**config.mk**
```make
export PLATFORM = sky130hd
export DESIGN_NAME = crono_ajuste_ctrl
export DESIGN_NICKNAME = d
export VERILOG_FILES = /design/src/rtl/crono_ajuste_ctrl.sv
export SDC_FILE = /design/constraint.sdc
export NUM_CORES = 1
export LEC_CHECK = 0
export BUFFER_PORTS_ARGS = -buffer_cell sky130_fd_sc_hd__buf_4
export CORE_MARGIN = 2
export CORE_UTILIZATION = 55
export CTS_CLUSTER_DIAMETER = 120
export DETAILED_ROUTE_END_ITERATION = 10
export GPL_TIMING_DRIVEN = 0
export PLACE_DENSITY = 0.75
export RECOVER_POWER = 100
export SETUP_SLACK_MARGIN = 0.05
export SLEW_MARGIN = 20
export SYNTH_ARGS = -nofsm -noshare
export SYNTH_HDL_FRONTEND = slang
export SYNTH_SLANG_ARGS = --single-unit
```
**constraint.sdc**
```tcl
create_clock -name clk -period 2.3 [get_ports clk]
set_input_delay 0.46 -clock clk [delete_from_list [all_inputs] [get_ports clk]]
set_output_delay 0.46 -clock clk [all_outputs]
set_load 0.03 [all_outputs]
```
**src/rtl/crono_ajuste_ctrl.sv**
```systemverilog
// Adjust-path front end: button conditioning, field select
// and single-cycle up/down pulses with auto-repeat.
module crono_ajuste_ctrl #(
  parameter int DEB_CYCLES = 20,
  parameter int REP_DELAY  = 500,
  parameter int REP_RATE   = 100
) (
  input  logic       clk,
  input  logic       rst,
  input  logic       btn_up,
  input  logic       btn_down,
  input  logic       btn_next,
  input  logic       btn_prev,
  input  logic       adj_mode,
  output logic [1:0] EN,
  output logic       aumento,
  output logic       disminuye
);

  localparam logic [15:0] DebLast  = 16'(DEB_CYCLES - 1);
  localparam logic [15:0] DlyLast  = 16'(REP_DELAY - 1);
  localparam logic [15:0] RateLast = 16'(REP_RATE - 1);

  typedef enum logic [1:0] {
    S_IDLE,
    S_DELAY,
    S_REPEAT
  } state_e;

  // bit order: 0 up, 1 down, 2 next, 3 prev
  logic [3:0]  raw;
  logic [3:0]  sync1_q;
  logic [3:0]  sync2_q;
  logic [3:0]  deb_q;
  logic [3:0]  deb_d;
  logic [3:0]  debp_q;
  logic [3:0]  press;
  logic [15:0] dcnt_q [4];
  logic [15:0] dcnt_d [4];

  assign raw = {btn_prev, btn_next, btn_down, btn_up};

  always_comb begin
    for (int i = 0; i < 4; i++) begin
      deb_d[i]  = deb_q[i];
      dcnt_d[i] = '0;
      if (sync2_q[i] != deb_q[i]) begin
        if (dcnt_q[i] == DebLast) begin
          deb_d[i] = ~deb_q[i];
        end else begin
          dcnt_d[i] = dcnt_q[i] + 16'd1;
        end
      end
    end
  end

  always_ff @(posedge clk) begin
    if (rst) begin
      sync1_q <= '0;
      sync2_q <= '0;
      deb_q   <= '0;
      debp_q  <= '0;
      for (int i = 0; i < 4; i++) begin
        dcnt_q[i] <= '0;
      end
    end else begin
      sync1_q <= raw;
      sync2_q <= sync1_q;
      deb_q   <= deb_d;
      debp_q  <= deb_q;
      for (int i = 0; i < 4; i++) begin
        dcnt_q[i] <= dcnt_d[i];
      end
    end
  end

  assign press = deb_q & ~debp_q;

  logic up_p;
  logic dn_p;
  logic nx_p;
  logic pv_p;
  logic up_l;
  logic dn_l;

  assign up_p = press[0];
  assign dn_p = press[1];
  assign nx_p = press[2];
  assign pv_p = press[3];
  // levels as they stand after this edge, so a
  // releasing button never gets one last pulse
  assign up_l = deb_d[0];
  assign dn_l = deb_d[1];

  logic [1:0] en_q;
  logic [1:0] en_d;
  logic       adj_q;

  always_comb begin
    en_d = en_q;
    if (!adj_mode) begin
      en_d = 2'd3;
    end else if (!adj_q || en_q == 2'd3) begin
      en_d = 2'd0;
    end else if (nx_p && !pv_p) begin
      en_d = (en_q == 2'd2) ? 2'd0 : en_q + 2'd1;
    end else if (pv_p && !nx_p) begin
      en_d = (en_q == 2'd0) ? 2'd2 : en_q - 2'd1;
    end
  end

  always_ff @(posedge clk) begin
    if (rst) begin
      en_q  <= 2'd3;
      adj_q <= 1'b0;
    end else begin
      en_q  <= en_d;
      adj_q <= adj_mode;
    end
  end

  state_e      st_q;
  logic        dir_q;
  logic [15:0] rcnt_q;
  logic        aum_q;
  logic        dis_q;
  logic        held;
  logic        opp;
  logic        rlast;

  assign held  = dir_q ? dn_l : up_l;
  assign opp   = dir_q ? up_l : dn_l;
  assign rlast = (st_q == S_DELAY) ? (rcnt_q == DlyLast)
                                   : (rcnt_q == RateLast);

  always_ff @(posedge clk) begin
    if (rst) begin
      st_q   <= S_IDLE;
      dir_q  <= 1'b0;
      rcnt_q <= '0;
      aum_q  <= 1'b0;
      dis_q  <= 1'b0;
    end else begin
      aum_q <= 1'b0;
      dis_q <= 1'b0;
      unique case (st_q)
        S_IDLE: begin
          rcnt_q <= '0;
          if (adj_mode && up_p && !dn_l) begin
            dir_q <= 1'b0;
            aum_q <= 1'b1;
            st_q  <= S_DELAY;
          end else if (adj_mode && dn_p && !up_l) begin
            dir_q <= 1'b1;
            dis_q <= 1'b1;
            st_q  <= S_DELAY;
          end
        end
        S_DELAY, S_REPEAT: begin
          if (!adj_mode || !held || opp) begin
            st_q   <= S_IDLE;
            rcnt_q <= '0;
          end else if (rlast) begin
            st_q   <= S_REPEAT;
            rcnt_q <= '0;
            aum_q  <= ~dir_q;
            dis_q  <= dir_q;
          end else begin
            rcnt_q <= rcnt_q + 16'd1;
          end
        end
        default: begin
          st_q   <= S_IDLE;
          rcnt_q <= '0;
        end
      endcase
    end
  end

  assign EN        = en_q;
  assign aumento   = aum_q;
  assign disminuye = dis_q;

endmodule
```
==> key figures, run 1 <==
Clock tree
  • Clk sink count: 104
  • Deepest clock path buffer count: 2
  • Cts bufs inserted: 9
  • Clk_lat worst skew: roughly 0.37 ns
  • Clock transition at the registers of the reported paths: ~0.090 ns
  • Root Driver: clkbuf_8
  • CTS tree: done
  • CTS H-tree depth: 3
  • CTS Hold Bufs: 0

Detailed routing
  • Wire per inst: about 14 um
  • Drt drc: 0
  • Vias: 3,467
  • Detailed Routing Iterations Pass 1: 4
  • Initial drt markers: 70
  • Final wirelength: 8700 um
  • Vias per cell: ~5.4
  • Post-route ant nets: 0

Logic synthesis
  • Syn_area_per_cell: between 9 and 10 um^2
  • Top cell type's share of synthesized area: 0.457
  • Syn nets: a little over 500
  • Syn Inst Count: 494
  • Synth Cell Area: roughly 4600 um^2
  • Top post-synthesis cells by area: dfxtp_1 46%, xor2_1 8.4%, nor2_1 7.5%, xnor2_1 5.0%, ha_1 3.3%
  • Post-synth EDFFs: 0
  • Asr flop ratio synth: 0
  • Synth Register Bits: 104
  • Warnings from Yosys: 0
  • Predominant post-synthesis flop cell: dfxtp_1
  • Synth area leader: dfxtp_1
  • Synth unique cells: between 40 and 50
  • Sequential fraction of the synthesis area: 0.457

Floorplanning
  • Core Box Area: around 8100 um^2
  • Die area: approximately 9000 um^2
  • Initial core utilization: 0.561
  • Io pins: 11
  • Die X: ~95 um
  • Row count: 33
  • Die Y-Extent: between 90 and 100 um

STA
  • RSZ-0062 raised after global routing: true
  • Slew HR: 0.657
  • Worst slew pin tran: 0.510 ns
  • Smallest hold slack: ~0.31 ns
  • Fin crit share: 1.03
  • Hold Fails Final Rpt: 0
  • # setup viols final: 15
  • Fin crit period: around 2.4 ns
  • Worst Skew: between 0.007 and 0.008 ns
  • Final worst slack: -0.0602 ns
  • Pins Over Slew Limit: 0
  • Max frequency: between 400 and 500 MHz
  • Setup_tns: -0.450 ns

Critical path
  • CP Buf/Inv Count: 2
  • Crit start category: flop
  • CP arrival: roughly 2.7 ns
  • Worst EP required: between 2 and 3 ns
  • CP peak stage delay: a little under 0.5 ns
  • Worst reg2reg path depth: 9
  • CP top delay family: simple AND/OR/NAND/NOR gates
  • Worst R2R Setup Slack: -0.06 ns
  • Critical Setup Path Class: flop to flop
  • R2r startpoint: dcnt_q[1][0]$_SDFF_PP0_
  • Crit path cell chain: ha_4 > nor4b_4 > nand4_1 > a211oi_2 > a2bb2oi_2 > or4_1 > buf_6 > clkbuf_16 > nor2_2
  • Slowest CP cell: or4_1
  • Worst reg2reg endpoint: rcnt_q[1]$_SDFF_PP0_
  • Kind of end point of the critical path: flop
  • Crit path max fanout: 6

Final layout
  • Sequential Area: between 2000 and 2500 um^2
  • Inserted Diodes: 0
  • Filler cells: 653
  • Multi-input logic area: 2530 um^2
  • Final nets: around 550
  • Layout cells sized above 1: 0.152
  • Syn-to-layout area delta: 16.3%

Global routing
  • Total gr overflow: 0
  • Global-route wire length before repair: 14,100 um
  • Initial antenna violation count: 0
  • Grt peak-use layer: met2
  • GRT Util Overall: 0.198
  • Largest net degree at the start of global routing: 16
  • Met2 GRT Util: 0.352
  • Vias in the first global route: approximately 3,300
  • M3 GR Usage: 0.0506
  • Met1 Track Usage GR: 0.231

Hold path
  • Hold Path Depth: 2
  • Critical hold path startpoint: btn_down
  • Worst Hold Path EP: sync1_q[1]$_SDFF_PP0_
  • HP Class: input pin to flop

Place
  • Dpl hpwl: around 5500 um
  • Gpl congestion: 0.804
  • Port Buffer Count: 9

Power
  • P per Cell Area: around 570 nW/um^2
  • Post-layout total power: approximately 3.0 mW
  • Worst VDD drop: between 0.2 and 0.3 mV
  • Static Leak: around 1.8 nW

Run status
  • Status: finished with violations
  • Failing checks: setup timing

Job
  • Max_cap viols: 0
## cells by family (layout without fill, tap and decap cells)
group                    after synthesis  in the layout  synth area share
adder cells (fa/ha/maj)               12             12            0.0329
flip-flops                           104            104             0.457
AND/OR/NAND/NOR                      262            262             0.310
buffers and inverters                 20             65            0.0217
XOR/XNOR                              70             70             0.134
AO/OA/AOI/OAI                         23             23            0.0379
multiplexers                           3              3           0.00658
## repair_timing
action / in CTS / in global routing
hold endpoints to repair: 0 / 0
cloned: 0 / 1
setup endpoints to repair: 18 / 20
pin swaps: 7 / 26
gates resized for setup: 14 / 24
setup buffers: 18 / 3
## state kept, by name (all words and copies together), names as in the netlist
register   count
EN             2
adj_q          1
aumento        1
dcnt_q        64
deb_q          4
debp_q         4
dir_q          1
disminuye      1
rcnt_q        16
st_q           2
sync1_q        4
sync2_q        4
## cell type report
type	instances	area share
plain buffers	9	0.0108
clock buffers	13	0.0262
clock inverters	3	0.00802
inverters	11	0.00778
multi-input cells	370	0.477
flip-flops and latches	104	0.394
well taps	105	0.0248
repair buffers	29	0.0517
## worst register-to-register path, delay by kind of cell (launching register included)
kind	cells	cell delay, ns
adders and majority gates	1	0.13
and+or+nand+nor	4	0.99
AOI/OAI and AO/OA	2	0.47
DFF	1	0.37
buffers and inverters	2	0.33
## worst max path at each step
stage / start / endpoint / slack (ns) / cells after the start
4_1_cts: dcnt_q[1][2]$_SDFF_PP0_ / disminuye$_SDFF_PP0_ / 0.002 / 13
5_1_grt: dcnt_q[1][0]$_SDFF_PP0_ / st_q[0]$_SDFFE_PP0P_ / -0.14 / 8
3_5_place_dp: dcnt_q[0][0]$_SDFF_PP0_ / rcnt_q[14]$_SDFF_PP0_ / -0.23 / 9
6_report: dcnt_q[1][0]$_SDFF_PP0_ / rcnt_q[1]$_SDFF_PP0_ / -0.06 / 9
2_1_floorplan: dcnt_q[0][0]$_SDFF_PP0_ / rcnt_q[2]$_SDFF_PP0_ / 0.05 / 9
3_3_place_gp: dcnt_q[1][0]$_SDFF_PP0_ / rcnt_q[12]$_SDFF_PP0_ / -0.16 / 9
## through the flow
step	cells	cell area, um^2	utilization	setup slack [ns]
6_report	644	5310	0.652	-0.0602
5_1_grt	644	5310	0.652	-0.145
4_1_cts	642	5180	0.637	0.00239
3_5_place_dp	608	4780	0.587	-0.226
3_3_place_gp	608	4780	0.587	-0.158
2_1_floorplan	494	4580	-	0.0529
## cell usage after synthesis, drive strengths merged (7+ instances only)
cell	count
xnor2	26
nand2	38
and3	10
nor3	10
ha	12
nor4b	10
nand3	28
inv	11
clkbuf	7
nand4	22
xor2	44
dfxtp	104
nor2	101
nor2b	12
## cell usage in the layout, fill, tap and decap left out, drive strengths merged, types with 4 or more instances in the layout
master	Yosys	routed
dfxtp	104	104
xor2	44	44
and4	5	5
o21ai	5	5
ha	12	12
nor2	101	101
nor4b	10	10
inv	11	11
nand4	22	22
and2	4	4
xnor2	26	26
and3	10	10
nor3	10	10
or3	6	6
or4	4	4
a21oi	5	5
buf	2	30
nor4	5	5
clkbuf	7	21
nand2	38	38
nand3	28	28
nor2b	12	12
## report_power, final
part | internal, mW | switching, mW
Clock | 0.504 | 0.584
Sequential | 1.81 | 0.0104
Combinational | 0.0346 | 0.0527
## routing by layer
layer  vias up  wire, um  share of wire
met5         -         0              0
met4         0        96          0.011
met3         7       205          0.024
met2        27      4440           0.51
met1      1670      3960           0.45
li1       1763         -              -
(Power assumes the default switching activity.)
==> run 2: changes to the inputs <==
- MAX_ROUTING_LAYER: default -> met4
- SLEW_MARGIN: 20 -> default
==> key figures, run 2 (synthesis results as in run 1) <==
Place
  • Gpl congestion: ~0.82
  • Dpl hpwl: 5530 um
  • # placed instances: approximately 610
  • Port Buffer Count: 9

Clock tree
  • Cts bufs inserted: 9
  • Deepest clock path buffer count: 2
  • Clk sink count: roughly 100
  • CTS tree: done
  • CTS Hold Bufs: 0
  • Clk_lat worst skew: about 0.36 ns
  • Clock transition at the registers of the reported paths: roughly 0.09 ns
  • Root Driver: clkbuf_8
  • CTS H-tree depth: 3

STA
  • Slew HR: 0.657
  • Pins Over Slew Limit: 0
  • RSZ-0062 raised after global routing: true
  • Setup_tns: -0.493 ns
  • Max frequency: 423 MHz
  • Smallest hold slack: approximately 0.32 ns
  • Final worst slack: -0.0628 ns
  • # setup viols final: 15
  • Hold Fails Final Rpt: 0
  • Worst slew pin tran: approximately 0.5 ns
  • Worst Skew: ~0.0074 ns
  • Fin crit period: around 2.4 ns
  • Fin crit share: 1.03

Critical path
  • Worst EP required: about 2.6 ns
  • CP arrival: about 2.7 ns
  • Crit start category: flop
  • Crit path max fanout: 6
  • Worst Setup SP: dcnt_q[1][0]$_SDFF_PP0_
  • Kind of end point of the critical path: flop
  • Worst R2R Setup Slack: -0.06 ns
  • Critical Setup Path Class: flop to flop
  • R2r startpoint: dcnt_q[1][0]$_SDFF_PP0_

Detailed routing
  • Wire per inst: between 10 and 15 um
  • Detailed Routing Iterations Pass 1: 4
  • Initial drt markers: 93
  • Post-route ant nets: 0
  • Vias: ~3,400
  • Drt drc: 0
  • Final wirelength: ~8700 um
  • Vias per cell: around 5.4

Floorplanning
  • Initial core utilization: 0.561
  • Die X: 95.1 um
  • Io pins: 11
  • Die area: 9040 um^2
  • Die Y-Extent: 95.1 um
  • Core Box Area: just over 8000 um^2
  • Row count: 33

Hold path
  • Critical hold path startpoint: btn_down
  • HP Class: input pin to flop

Global routing
  • Global-route wire length before repair: approximately 14,000 um
  • Vias in the first global route: 3,267
  • Initial antenna violation count: 0
  • Total gr overflow: 0
  • Largest net degree at the start of global routing: 16
  • GRT Util Overall: 0.203

Final layout
  • Fin cells: approximately 640
  • Inserted Diodes: 0
  • Max FFs per register: 64
  • Syn-to-layout area delta: 16.3%
  • Fin util: 0.652
  • Layout cells sized above 1: 0.152
  • Largest registers: dcnt_q (64), rcnt_q (16)
  • Largest Register: dcnt_q
  • Filler cells: approximately 650
  • Most common cell after layout, fill and taps aside: dfxtp_1
  • Final nets: 553
  • Most frequent cells in the layout: 99 x dfxtp_1, 87 x nor2_1, 44 x xor2_1, 38 x nand2_1, 27 x nand3_1
  • Sequential Area: 2090 um^2
  • Multi-input logic area: ~2500 um^2

Power
  • P_int: about 2.4 mW
  • Net switching fraction of the power: 0.215
  • Worst VDD drop: about 0.30 mV
  • P per Cell Area: between 500 and 600 nW/um^2
  • Sequential share of power: 0.608
  • Static Leak: 1.81 nW
  • Combinational Power Share: 0.029
  • Net Sw Power: between 0.6 and 0.7 mW
  • Clk pwr share: 0.362

Run status
  • Status: finished with violations
  • Failing checks: setup timing

Job
  • Max_cap viols: 0
[run 2: cell counts in the layout (fill, tap and decap cells not counted)]
No cell type changed its count.
[run 2: worst paths after layout]
path	to	cells past startpoint
hold reg to reg	dcnt_q[2][0]$_SDFF_PP0_	1
setup / recovery	rcnt_q[1]$_SDFF_PP0_	9
hold / removal	sync1_q[1]$_SDFF_PP0_	2
setup reg to reg	rcnt_q[1]$_SDFF_PP0_	9
[run 2: through the flow]
step	cell area [um^2]	worst slack, ns	total power, mW
floorplan	4580	0.0529	1.92
global placement	4780	-0.158	1.94
detailed placement	4780	-0.226	1.94
CTS	5180	0.00239	3.03
global route	5310	-0.145	3.11
finish	5310	-0.0628	3.00
[run 2: layer usage]
layer  vias to the layer above  global-route usage  part of all wire
met3                         5              0.0506             0.024
li1                       1762                   -                 -
met2                        25               0.353              0.51
met1                      1656               0.230              0.46
met4                         0              0.0640            0.0098
met5                         -                   -                 0
[run 2: power by group through the flow]
stage               Sequential [mW]  Combinational (mW)  Clock (mW)
global placement               1.86              0.0765           0
detailed placement             1.86              0.0792           0
floorplan                      1.87              0.0486           0
CTS                            1.82              0.0818        1.12
global route                   1.82              0.0975        1.18
finish                         1.82              0.0872        1.09
[run 2: layout make-up]
class,instances,share of cell area
Buffer,9,0.0108
Inverter,11,0.00778
Tap cell,105,0.0248
Multi-Input combinational cell,370,0.477
Clock buffer,13,0.0262
Clock inverter,3,0.00802
Timing Repair Buffer,29,0.0517
Sequential cell,104,0.394
[run 2: critical path: stages (launching register included)]
cell	delay, ns
dfxtp_4	0.37
ha_4	0.13
nor4b_4	0.24
nand4_1	0.19
a211oi_2	0.36
a2bb2oi_2	0.12
or4_1	0.49
buf_6	0.16
clkbuf_16	0.17
nor2_2	0.07
[run 2: repair_timing]
action                                  4_1_cts  5_1_grt
gates resized for setup                      14       24
endpoints found under the hold margin         0        0
gates cloned                                  0        1
buffers inserted                             18        3
endpoints found under the setup margin       18       20
pin swaps                                     7       26
